===== config.mk =====
export PLATFORM = sky130hd
export DESIGN_NAME = demux3_stage_flat
export DESIGN_NICKNAME = d
export VERILOG_FILES = /design/src/rtl/demux3_stage_if.sv /design/src/rtl/demux3_stage.sv /design/src/flat_wrapper.sv
export SDC_FILE = /design/constraint.sdc
export NUM_CORES = 1
export LEC_CHECK = 0
export ABC_AREA = 1
export CORE_ASPECT_RATIO = 1.2
export CORE_UTILIZATION = 30
export CTS_BUF_LIST = sky130_fd_sc_hd__clkbuf_4
export DETAILED_ROUTE_END_ITERATION = 8
export MAX_ROUTING_LAYER = met4
export PLACE_DENSITY_LB_ADDON = 0.15
export RECOVER_POWER = 25
export SETUP_SLACK_MARGIN = 0.4
export SYNTH_ARGS = -nofsm -noshare
export SYNTH_HDL_FRONTEND = slang
export SYNTH_SLANG_ARGS = --single-unit

===== constraint.sdc =====
create_clock -name clk -period 7.7 [get_ports clk]
set_input_delay 1.54 -clock clk [delete_from_list [all_inputs] [get_ports clk]]
set_output_delay 1.54 -clock clk [all_outputs]
set_load 0.02 [all_outputs]

===== src/rtl/demux3_stage_if.sv =====
// demux3_stage_if: input stream and three output slot handshakes for demux3_stage
// Ports (signals):
//   in_valid, in_ready, in_data, in_sel   - source side, one word + 2-bit destination
//   out_valid[2:0], out_ready[2:0]        - per-slot consumer handshakes
//   out_data0/1/2                          - slot contents
// slave modport is the demux itself; master modport is the source/consumer environment.
interface demux3_stage_if #(
    parameter int WIDTH = 32
);
    logic             in_valid;
    logic             in_ready;
    logic [WIDTH-1:0] in_data;
    logic [1:0]       in_sel;
    logic [2:0]       out_valid;
    logic [2:0]       out_ready;
    logic [WIDTH-1:0] out_data0;
    logic [WIDTH-1:0] out_data1;
    logic [WIDTH-1:0] out_data2;
    modport slave (
        input  in_valid, in_data, in_sel, out_ready,
        output in_ready, out_valid, out_data0, out_data1, out_data2
    );
    modport master (
        output in_valid, in_data, in_sel, out_ready,
        input  in_ready, out_valid, out_data0, out_data1, out_data2
    );
endinterface


===== src/rtl/demux3_stage.sv =====
// demux3_stage: registered 1-to-3 demultiplexer with per-slot valid/ready and a drop counter
// Ports:
//   clk       rising-edge clock
//   rst       asynchronous active-high reset
//   bus       demux3_stage_if.slave: input stream and three output slots
//   err_clr   synchronous clear of err and drop_cnt
//   drop_cnt  saturating count of words sent with in_sel==3
//   err       sticky flag, set by any drop
module demux3_stage #(
    parameter int WIDTH = 32,
    parameter int CNT_W = 8
) (
    input  logic               clk,
    input  logic               rst,
    demux3_stage_if.slave      bus,
    input  logic               err_clr,
    output logic [CNT_W-1:0]   drop_cnt,
    output logic               err
);
    typedef enum logic {EMPTY, FULL} slot_e;
    slot_e            st_q   [3];
    slot_e            st_d   [3];
    logic [WIDTH-1:0] data_q [3];
    logic [WIDTH-1:0] data_d [3];
    logic [CNT_W-1:0] cnt_q, cnt_d;
    logic             err_q, err_d;
    logic [3:0]       full4, rdy4;
    logic             acc, drop;
    // Entry 3 models the drop destination: never full, always ready
    assign full4 = {1'b0, st_q[2] == FULL, st_q[1] == FULL, st_q[0] == FULL};
    assign rdy4  = {1'b1, bus.out_ready};
    assign bus.in_ready = !rst && (!full4[bus.in_sel] || rdy4[bus.in_sel]);
    assign acc  = bus.in_valid && bus.in_ready;
    assign drop = acc && bus.in_sel == 2'd3;
    always_comb begin
        for (int k = 0; k < 3; k++) begin
            st_d[k]   = st_q[k];
            data_d[k] = data_q[k];
            if (acc && bus.in_sel == 2'(k)) begin
                st_d[k]   = FULL;
                data_d[k] = bus.in_data;
            end else if (bus.out_ready[k]) begin
                st_d[k] = EMPTY;
            end
        end
        // Clear beats the count, but a coincident drop still raises err
        cnt_d = err_clr ? '0 : (drop && cnt_q != '1) ? cnt_q + 1'b1 : cnt_q;
        err_d = drop || (err_q && !err_clr);
    end
    always_ff @(posedge clk or posedge rst) begin
        if (rst) begin
            for (int k = 0; k < 3; k++) begin
                st_q[k]   <= EMPTY;
                data_q[k] <= '0;
            end
            cnt_q <= '0;
            err_q <= 1'b0;
        end else begin
            for (int k = 0; k < 3; k++) begin
                st_q[k]   <= st_d[k];
                data_q[k] <= data_d[k];
            end
            cnt_q <= cnt_d;
            err_q <= err_d;
        end
    end
    assign bus.out_valid = {st_q[2] == FULL, st_q[1] == FULL, st_q[0] == FULL};
    assign bus.out_data0 = data_q[0];
    assign bus.out_data1 = data_q[1];
    assign bus.out_data2 = data_q[2];
    assign drop_cnt      = cnt_q;
    assign err           = err_q;
endmodule


===== src/flat_wrapper.sv =====
// flat-port wrapper written by rule: the top's interface ports become plain ports
module demux3_stage_flat 
#(
    parameter int WIDTH = 32,
    parameter int CNT_W = 8
)
  (clk, rst, err_clr, drop_cnt, err, bus_in_valid, bus_in_data, bus_in_sel, bus_out_ready, bus_in_ready, bus_out_valid, bus_out_data0, bus_out_data1, bus_out_data2);
  demux3_stage_if #(.WIDTH(WIDTH)) bus_i ();
  input  logic clk;
  input  logic rst;
  input  logic err_clr;
  output logic [CNT_W-1:0] drop_cnt;
  output logic err;
  input wire logic [$bits(bus_i.in_valid)-1:0] bus_in_valid;
  input wire logic [$bits(bus_i.in_data)-1:0] bus_in_data;
  input wire logic [$bits(bus_i.in_sel)-1:0] bus_in_sel;
  input wire logic [$bits(bus_i.out_ready)-1:0] bus_out_ready;
  output wire logic [$bits(bus_i.in_ready)-1:0] bus_in_ready;
  output wire logic [$bits(bus_i.out_valid)-1:0] bus_out_valid;
  output wire logic [$bits(bus_i.out_data0)-1:0] bus_out_data0;
  output wire logic [$bits(bus_i.out_data1)-1:0] bus_out_data1;
  output wire logic [$bits(bus_i.out_data2)-1:0] bus_out_data2;
  assign bus_i.in_valid = bus_in_valid;
  assign bus_i.in_data = bus_in_data;
  assign bus_i.in_sel = bus_in_sel;
  assign bus_i.out_ready = bus_out_ready;
  assign bus_in_ready = bus_i.in_ready;
  assign bus_out_valid = bus_i.out_valid;
  assign bus_out_data0 = bus_i.out_data0;
  assign bus_out_data1 = bus_i.out_data1;
  assign bus_out_data2 = bus_i.out_data2;
  demux3_stage #(.WIDTH(WIDTH), .CNT_W(CNT_W)) u_core (.clk(clk), .rst(rst), .bus(bus_i), .err_clr(err_clr), .drop_cnt(drop_cnt), .err(err));
endmodule

# Word-level counts from Yosys, hierarchy flattened
# Cells that the tools add are included.
[totals]
out_inout_bits = 109
regBits = 108
wordCells = 44
input_bits = 41
[op_classes]
n_mux = 12
n_eq_ne = 4
order_cmp = 1
reduce_logical = 18
n_addsub = 1
[op_table]
columns = ["op", "n"]
rows = [
  ["$mux W8", 2],
  ["$add A8 B1 Y8 const B", 1],
  ["$logic_and A1 B1 Y1", 8],
  ["$mux W1", 8],
  ["$ne A8 B8 Y1 const B", 1],
  ["$reduce_bool A2 Y1", 4],
  ["$bmux W1 S2", 2],
  ["$eq A2 B2 Y1 const B", 2],
  ["$logic_not A1 Y1", 3],
  ["$lt A2 B3 Y1 const B", 1],
  ["$eq A2 B1 Y1 const B", 1],
  ["$logic_not A2 Y1", 1],
  ["$logic_or A1 B1 Y1", 2],
]

# Logic depth before layout (Yosys ltp)
[logic_depth]
depth_word = 10
depth_mapped = 10
ltp_nobuf = 9

# Worst setup path before layout
# OpenSTA, ideal clock, no wires.
[synth_path]
path_type = "input to register"
start = "input rst"
end = "register u_core.cnt_q[0] (netlist: u_core.drop_cnt[0])"
path_stages = 5
t_arrival_ns = 4.798
setup_slack_ns = 2.835
required_time_ns = 7.633
n_path_buf = 0
setup_ns = 0.067
path_cell_list = "inv_1 > nand4_1 > nor2_1 > nand3_1 > nand2_1"
[synth_via]
elab_chain_len = 6
[synth_lines]
columns = ["item", "line_no", "rtl"]
rows = [
  ["start, declared", "flat_wrapper.sv:10", "input logic rst;"],
  ["$logic_not A1 Y1", "demux3_stage.sv:32", "assign bus.in_ready = !rst && (!full4[bus.in_sel] || rdy4[bus.in_sel]);"],
  ["$logic_and A1 B1 Y1", "demux3_stage.sv:32", ""],
  ["$logic_and A1 B1 Y1", "demux3_stage.sv:33", "assign acc = bus.in_valid && bus.in_ready;"],
  ["$logic_and A1 B1 Y1", "demux3_stage.sv:34", "assign drop = acc && bus.in_sel == 2'd3;"],
  ["$logic_and A1 B1 Y1", "demux3_stage.sv:47", "cnt_d = err_clr ? '0 : (drop && cnt_q != '1) ? cnt_q + 1'b1 : cnt_q;"],
  ["$reduce_bool A2 Y1 (no source line)", "-", ""],
  ["end signal, assigned", "demux3_stage.sv:63", "cnt_q <= cnt_d;"],
  ["end, declared", "demux3_stage.sv:25", "logic [CNT_W-1:0] cnt_q, cnt_d;"],
]
# Every way passes these cells.
# A chain may end at the register's enable or synchronous reset.

# Worst setup path in the final report
[layout_path]
start = "input bus_in_sel[1]"
end = "output bus_in_ready"
[layout_via]
elab_chain_len = 5
elab_cells_between_ends = 7
cone_classes = "mux: 4; reduce/logical: 3"
[layout_lines]
columns = ["item", "line_no", "rtl"]
rows = [
  ["start, declared", "flat_wrapper.sv:16", "input wire logic [$bits(bus_i.in_sel)-1:0] bus_in_sel;"],
  ["$bmux W1 S2", "demux3_stage.sv:32", ""],
  ["$mux W1 (implied by the code)", "demux3_stage.sv:32", ""],
  ["$logic_not A1 Y1", "demux3_stage.sv:32", ""],
  ["$logic_or A1 B1 Y1 (*)", "demux3_stage.sv:32", ""],
  ["$logic_and A1 B1 Y1 (*)", "demux3_stage.sv:32", ""],
  ["end, declared", "flat_wrapper.sv:18", "output wire logic [$bits(bus_i.in_ready)-1:0] bus_in_ready;"],
]
# Every way passes the cells marked *; elsewhere a longest branch is shown, timed or not. The select of a mux whose other input is x is not followed.

==> impl_metrics.toml <==
[setup_path]
ff2ff_setup_slack_ps = 5460
cp.arrival_ps = 3490
reg2regPathDepth = 7
reg2reg_to = "u_core.bus.out_data2[10]"
cp.required_ps = 6160
rr_startpoint = "u_core.bus.out_valid[1]"
crit_type = "primary input to output pin"
crit_path_max_fanout = 5
start_kind = "primary input"
critPathCaptureType = "output pin"

[synth]
ys_warn_count = 0
avgSynthCellArea_um2 = 10.25
synth_top_area_share_pct = 60.49
yosysTopAreaCell = "dfrtp_1"
yosysMostFrequentCell = "nand2_1"
synth_cell_types = 20
synth_seq_cells = 108
synthTopCellsByArea = "dfrtp_1, nand2_1, o21ai_2"
syn_area_um2 = 4468
synth_ff_type = "dfrtp_1"
synth_common_cells = "nand2_1, dfrtp_1, inv_1"
syn_inst = 436
async_reset_ff_share_pct = 100.0
synth_edf_count = 0
synth_nets = 478
synth_seq_area_share_pct = 60.49

[clock_network]
cts_root_buffer = "clkbuf_4"
h-tree-depth = 3
clock_latency_ps = 450
cts_made_buffers = 9
cts_tree = "yes"
cts_hold_buffers = 0
cts.sinks = 108
cts_buffer_depth = 2
clk_pin_slew_worst_paths_ps = 160
cts_setup_buffers = 0
ctsResizeCount = 0

[detailed_routing]
routedWlPerCell_um = 13.56
drc = 0
num_vias = 3413
ant_nets = 0
dr.pass1.iters = 4
first_iter_violations = 123
viasPerCell = 4.364
route.final.wire_length_mm = 10.60

[floorplan]
rows = 48
initial_core_util_pct = 30.87
die_y_um = 135.7
io_pins = 150
fp.coreArea_um2 = 14470
die-area_um2 = 15390
die_w_um = 113.4

[pwr]
p_per_area_nw_per_um2 = 253.5
power_mw = 1.572
p_comb_share_pct = 33.6
power.share.sequential_pct = 46.6
ir_drop_uv = 108.8
p_leak_nw = 2.972
p_switching_mw = 0.5210
intPower_mw = 1.051
switching_share_pct = 33.15
power_frac_clock_pct = 19.8

[cells_and_area]
area_growth_pct = 38.78
n_fill_cell = 1452
finalNetCount = 620
diodes = 0
finalInstanceArea_um2 = 6201
drive_gt1_share_pct = 12.20

[timing]
max_freq_ghz = 0.1989
finalHoldViolCount = 0
min_period_ps = 5028
slew_headroom_pct = -32.55
final-setup-viol-count = 0
fin_tns_setup_ps = 0
finalClockSkew_ps = 14.71
worst_slew_pin_slew_ps = 1988
final-max-slew-violation-count = 82
period_share_pct = 65.29
rsz0062_at_grt = "no"

[worst_hold_path]
holdPathEnd = "u_core.bus.out_data1[3]"
worstHoldStart = "u_core.bus.out_data1[3]"
holdPathStages = 2
hp-class = "flop to flop"

[global_routing]
grt_pass1_vias = 3423
grt_pass1_wl_mm = 17.45
grt_max_degree = 82
antenna_found_initial = 0
globalRouteOverflowTotal = 0
grt_util_all_layers_pct = 14.90

[placed_design]
port-buffer-count = 149
gp_congestion = 0.7816
hpwl_mm = 7.377
placed_cell_area_um2 = 6052

[flow_run]
drv_cap = 1

[run_status]
outcome = "complete, but fails checks"
violations = "capacitance limit, slew limit"
-- critical path, stage by stage --
cell and delay (ps):
clkdlybuf4s50_1 610, inv_1 150, nand3_1 110, nand3_2 120
a21oi_4 290, clkdlybuf4s50_1 660
-- kinds of logic after synthesis --
logic type	count (synthesis)	synth area share, %
and+or+nand+nor	148	13.95
xor gates and xnor gates	6	1.176
buffers and inverters	72	8.849
DFF	108	60.49
AOI/OAI and AO/OA	101	15.26
adders and majority gates	1	0.2800
-- layout make-up --
class                           instances  area (um2)  area share [%]
Tap cell                              200       250.2           4.036
Sequential cell                       108        2703           43.58
Multi-Input combinational cell        256        1388           22.38
Inverter                               50       188.9           3.047
Clock buffer                           10       75.07           1.211
Timing Repair Buffer                  153        1519           24.50
Clock inverter                          5       77.57           1.251
-- power by group through the flow --
stage	logic, mW	clock network, mW	registers, mW
3_3_place_gp	0.549	0	0.744
5_1_grt	0.570	0.340	0.749
4_1_cts	0.553	0.324	0.737
2_1_floorplan	0.138	0	0.877
6_report	0.527	0.312	0.733
3_5_place_dp	0.552	0	0.748
-- per-layer routing --
metal  global-route usage [%]  wire length (um)  vias to the layer above
li1                         -                 -                     1683
met2                    24.06              5002                      109
met3                    3.445               585                       12
met5                        -                 0                        -
met4                    4.971               165                        0
met1                    18.42              4848                     1609
-- cell usage in the layout (no fill, tap or decap), drive strengths merged, types with 2 or more instances in the layout --
cell type        n
xor2             6
bufinv           2
a21oi            2
buf              3
dfrtp          108
nor2             7
clkinv           3
nand4            5
nand3           22
o21ai           99
clkdlybuf4s50  107
nand2          114
clkbuf          11
inv             49
dlygate4sd3     42
-- worst max-delay path by stage --
stage	startpoint	to	slack, ps	cells after the start
final	bus_in_sel[1]	bus_in_ready	2670	6
after CTS	bus_in_sel[1]	bus_in_ready	2660	6
after global placement	bus_in_sel[1]	bus_in_ready	2750	6
after floorplan	rst	u_core.drop_cnt[0]	2840	5
after detailed placement	bus_in_sel[1]	bus_in_ready	2670	6
after global routing	bus_in_sel[0]	bus_in_ready	2530	7
-- sequential cells by signal (all words and copies together) (netlist names) --
| register | cells |
|---|---|
| u_core.bus.out_valid | 3 |
| u_core.bus.out_data0 | 32 |
| u_core.bus.out_data2 | 32 |
| u_core.err | 1 |
| u_core.drop_cnt | 8 |
| u_core.bus.out_data1 | 32 |
-- metrics by stage --
step	worst slack, ps	hold WS (ps)	std cells	utilization, %
2_1_floorplan	2835	586.7	436	-
3_3_place_gp	2748	465.5	767	41.81
3_5_place_dp	2668	465.8	767	41.81
4_1_cts	2660	502.3	782	42.87
5_1_grt	2535	516.5	782	42.84
6_report	2672	493.0	782	42.84
No activity file was read; power rests on OpenSTA's default activity.
